`config.mk`:
```
export PLATFORM = sky130hd
export DESIGN_NAME = tse_ahbm_arbiter
export DESIGN_NICKNAME = d
export VERILOG_FILES = /design/src/rtl/tse_ahbm_arbiter.sv
export SDC_FILE = /design/constraint.sdc
export NUM_CORES = 1
export LEC_CHECK = 0
export BUFFER_PORTS_ARGS = -buffer_cell sky130_fd_sc_hd__buf_2
export CAP_MARGIN = 20
export CORE_AREA = 5 5 122 124
export DETAILED_ROUTE_END_ITERATION = 16
export DIE_AREA = 0 0 127 129
export PLACE_DENSITY = 0.49
export SLEW_MARGIN = 30
export SYNTH_ARGS = -nofsm -noshare
export SYNTH_HDL_FRONTEND = slang
export SYNTH_SLANG_ARGS = --single-unit
export TNS_END_PERCENT = 10
```
`constraint.sdc`:
```
create_clock -name HCLK_I -period 3.62 [get_ports HCLK_I]
set_clock_uncertainty 0.2 [all_clocks]
set_input_delay 0.181 -clock HCLK_I [delete_from_list [all_inputs] [get_ports HCLK_I]]
set_output_delay 0.181 -clock HCLK_I [all_outputs]
set_load 0.03 [all_outputs]
```
`src/rtl/tse_ahbm_arbiter.sv`:
```
// Two-master (TSE TX/RX DMA) to one-master AHB arbiter with round-robin
// regrant on idle or after MAX_BEATS accepted beats by the current owner.
module tse_ahbm_arbiter #(
  parameter int unsigned MAX_BEATS   = 16,
  parameter int unsigned BEAT_CW     = 5,
  parameter bit          PARK_MASTER = 1'b0
) (
  input  logic        HCLK_I,
  input  logic        HRESET_NI,
  input  logic        TX_HSEL_I,
  input  logic [1:0]  TX_HTRANS_I,
  input  logic [31:0] TX_HADDR_I,
  input  logic        TX_HWRITE_I,
  input  logic [31:0] TX_HWDATA_I,
  input  logic        RX_HSEL_I,
  input  logic [1:0]  RX_HTRANS_I,
  input  logic [31:0] RX_HADDR_I,
  input  logic        RX_HWRITE_I,
  input  logic [31:0] RX_HWDATA_I,
  output logic        TX_HGRANT_O,
  output logic        RX_HGRANT_O,
  output logic        TX_HREADY_O,
  output logic        RX_HREADY_O,
  output logic [1:0]  TX_HRESP_O,
  output logic [1:0]  RX_HRESP_O,
  output logic [31:0] TX_HRDATA_O,
  output logic [31:0] RX_HRDATA_O,
  output logic        M_HSEL_O,
  output logic [1:0]  M_HTRANS_O,
  output logic [31:0] M_HADDR_O,
  output logic        M_HWRITE_O,
  output logic [31:0] M_HWDATA_O,
  output logic [2:0]  M_HBURST_O,
  output logic [2:0]  M_HSIZE_O,
  output logic        M_HMASTER_O,
  input  logic        M_HREADY_I,
  input  logic [1:0]  M_HRESP_I,
  input  logic [31:0] M_HRDATA_I
);

  typedef enum logic {
    OWN_TX = 1'b0,
    OWN_RX = 1'b1
  } owner_e;

  localparam owner_e                PARK     = owner_e'(PARK_MASTER);
  localparam logic [BEAT_CW-1:0]    LAST_CNT = BEAT_CW'(MAX_BEATS - 1);

  owner_e              r_addr_owner;
  owner_e              r_data_owner;
  logic                r_data_active;
  logic [BEAT_CW-1:0]  r_beat_cnt;

  logic                w_beat;
  logic                w_idle;
  logic                w_switch;

  always_comb begin
    if (r_addr_owner == OWN_RX) begin
      M_HSEL_O   = RX_HSEL_I;
      M_HTRANS_O = RX_HTRANS_I;
      M_HADDR_O  = RX_HADDR_I;
      M_HWRITE_O = RX_HWRITE_I;
    end else begin
      M_HSEL_O   = TX_HSEL_I;
      M_HTRANS_O = TX_HTRANS_I;
      M_HADDR_O  = TX_HADDR_I;
      M_HWRITE_O = TX_HWRITE_I;
    end
    M_HWDATA_O = (r_data_owner == OWN_RX) ? RX_HWDATA_I : TX_HWDATA_I;
  end

  assign M_HBURST_O  = 3'b001;
  assign M_HSIZE_O   = 3'b010;
  assign M_HMASTER_O = r_addr_owner;

  assign TX_HGRANT_O = (r_addr_owner == OWN_TX);
  assign RX_HGRANT_O = (r_addr_owner == OWN_RX);

  assign TX_HREADY_O = M_HREADY_I;
  assign RX_HREADY_O = M_HREADY_I;
  assign TX_HRDATA_O = M_HRDATA_I;
  assign RX_HRDATA_O = M_HRDATA_I;

  assign TX_HRESP_O = (r_data_active && r_data_owner == OWN_TX) ? M_HRESP_I : 2'b00;
  assign RX_HRESP_O = (r_data_active && r_data_owner == OWN_RX) ? M_HRESP_I : 2'b00;

  // BUSY is neither a beat nor idle, so it holds both owner and count.
  assign w_beat   = M_HTRANS_O[1];
  assign w_idle   = (M_HTRANS_O == 2'b00);
  assign w_switch = w_idle || (w_beat && r_beat_cnt == LAST_CNT);

  always_ff @(posedge HCLK_I or negedge HRESET_NI) begin
    if (!HRESET_NI) begin
      r_addr_owner  <= PARK;
      r_data_owner  <= PARK;
      r_data_active <= 1'b0;
      r_beat_cnt    <= '0;
    end else if (M_HREADY_I) begin
      r_data_owner  <= r_addr_owner;
      r_data_active <= w_beat;
      if (w_switch) begin
        r_addr_owner <= (r_addr_owner == OWN_TX) ? OWN_RX : OWN_TX;
        r_beat_cnt   <= '0;
      end else if (w_beat) begin
        r_beat_cnt <= r_beat_cnt + 1'b1;
      end
    end
  end

endmodule

```
==> metrics.cfg <==
[sta]
finalCriticalPeriod_ns=2.29
relSlewSlack_pct=59.5
drv_slew=0
setup_slack_ns=1.33
rsz0062_at_grt=no
setup_tns_ns=0
setup_viol=0
finalHoldViolations=0
fmax_ghz=0.437
tightestPinTransition_ns=0.591
fin_crit_sh_pct=63.3

[finish]
areaGrowthSynthToFinish_pct=46.9
diodes=0
drive_gt1_share_pct=86.4
fin_nets=514
final_cells=517

[global_routing]
antenna_found_initial=0
grt.overflow.total=0
grt_pass1_vias=2108
grt_pass1_wl_mm=10.4
grt_start_max_net_pins=41
grt_use_total_pct=8.05

[place]
numPlacedInstances=513
post-place-ws_ns=1.58
io_buffers=217
gp_congestion=0.784
place.detailed.hpwl_mm=6.72

[clock_tree]
clockBufferDepth=2
cts.sinks=8
cts_setup_buffers=0
cts_buffers=3
htreeDepth=1
cts-root-buf=clkbuf_16
clk_pin_slew_ns=0.04
postCtsHoldBufs=1
insertion_delay_ns=0.23
cts_tree=yes
cts_resized=0

[pwr]
p_leak_nw=1.41
p_switching_mw=1.01
switching_share_pct=54.3
p_per_area_mw_per_mm2=706
seq_power_share_pct=10.2
power_frac_comb_pct=79.6
p_int_mw=0.848
peakVddDrop_v=0.000250
power_mw=1.85
p_clk_share_pct=10.2

[synthesis]
ys_seq_elements=8
synthFlopType=dfrtp_1
synth_cells=191
yosysUniqueCellTypes=25
async_flop_share_pct=100
synth_warnings=0
syn_area_mm2=0.00179
synth_edf_count=0
ys_seq_area_share_pct=11.2
avgSynthCellArea_um2=9.37

[floorplanning]
die_y_um=129
core_area_mm2=0.0137
die_w_um=127
start_util_pct=13.1
num_rows=43
dieArea_mm2=0.0164
boundaryPins=320

[routing]
drtIter0Drc=34
wl_mm=7.38
viasPerCell=3.68
drc_errors=0
ant_nets=0
first_pass_iters=2
post_drt_wl_per_cell_um=14.3
via_count=1901

[worst_setup_path]
cpPeakStageDelay_ns=0.73
start_kind=flop
crit_arrival_ns=1.91
cp.required_ns=3.24
slowest_stage=dfrtp_1
cp_cell_sequence=buf_4 > mux2_2 > buf_2
worstSetupEndpointType=primary output
cp_max_fo=21
crit_type=reg2out

[job]
maxCapViolations=0

[outcome]
run_status=complete, no violations

[min_path]
hold_path.class=in2reg

-- final cells by class --
class                           count  area [um^2]
Clock buffer                        3         75.1
Fill cell                        1544        11000
Inverter                            5         18.8
Multi-Input combinational cell    101          997
Sequential cell                     8          200
Tap cell                          180          225
Timing Repair Buffer              220         1110
-- cell families (layout without fill, tap and decap cells) --
group	after synthesis	in the layout	synth area share [%]
buf+inv	86	228	33.9
mux	69	69	43.4
simple gates	15	15	5.60
flops	8	8	11.2
compound gates	7	7	3.15
fa+ha+maj	2	2	1.40
other cells	2	6	0.420
xor+xnor	2	2	0.979
-- metrics by stage --
| step | area [um^2] | hold WS [ns] | util, % |
|---|---|---|---|
| floorplan | 1800 | -0.315 | - |
| global placement | 2540 | -0.141 | 18.6 |
| detailed placement | 2540 | -0.142 | 18.6 |
| CTS | 2630 | 0.109 | 19.2 |
| global route | 2630 | 0.130 | 19.2 |
| finish | 2630 | 0.100 | 19.2 |
-- synth_stat cells, drive strengths merged, types with 2 or more instances --
master	count	area share, %
o2bb2ai	3	1.5
and3b	2	0.98
mux2	68	43
buf	81	33
inv	5	1.0
and3	3	1.0
dfrtp	8	11
nand3	2	0.56
nor4	2	0.70
ha	2	1.4
conb	2	0.42
-- cell usage in the layout (no fill, tap or decap), types with 2 or more instances in the layout --
master,netlist,final
mux2_2,68,68
clkbuf_16,0,3
buf_4,73,2
nor4_1,2,2
conb_1,2,6
nand3_1,2,2
inv_1,5,5
o2bb2ai_1,3,3
dfrtp_1,8,8
buf_2,8,217
and3b_1,2,2
ha_1,2,2
and3_1,3,3
-- power by group through the flow --
stage	combinational (mW)	clock [mW]	sequential (mW)
after floorplan	1.28	0	0.165
after global placement	1.48	0	0.186
after detailed placement	1.49	0	0.190
after CTS	1.50	0.196	0.188
after global routing	1.57	0.200	0.198
final	1.48	0.189	0.189
-- critical path, delay by kind of cell (launching register included) --
kind	cells	cell delay [ns]
buffers and inverters	2	0.55
muxes	1	0.37
DFF	1	0.73
-- worst paths after layout --
| path | start | endpoint | slack, ns | depth (start not counted) |
|---|---|---|---|---|
| min in group asynchronous | HRESET_NI | r_beat_cnt[2] | 0.14 | 2 |
| worst min-delay path | M_HREADY_I | r_data_active | 0.1 | 2 |
| worst max-delay path | r_data_owner | M_HWDATA_O[13] | 1.33 | 3 |
| worst min register to register | r_beat_cnt[4] | r_beat_cnt[4] | 0.28 | 1 |
| max in group asynchronous | HRESET_NI | r_beat_cnt[1] | 2.89 | 2 |
| worst max register to register | r_beat_cnt[0] | r_beat_cnt[4] | 1.69 | 5 |
-- flip-flops by register name, indices dropped and copies added (netlist names) --
| name | flops |
|---|---|
| r_beat_cnt | 5 |
| M_HMASTER_O | 1 |
| r_data_owner | 1 |
| r_data_active | 1 |
-- per-layer routing --
metal | routed length, um | GRT usage (%)
met5 | 0 | 0
met4 | 257 | 3.79
met3 | 1120 | 2.86
met2 | 3550 | 14.2
met1 | 2460 | 8.63
Power figures use the tool's default switching activity.
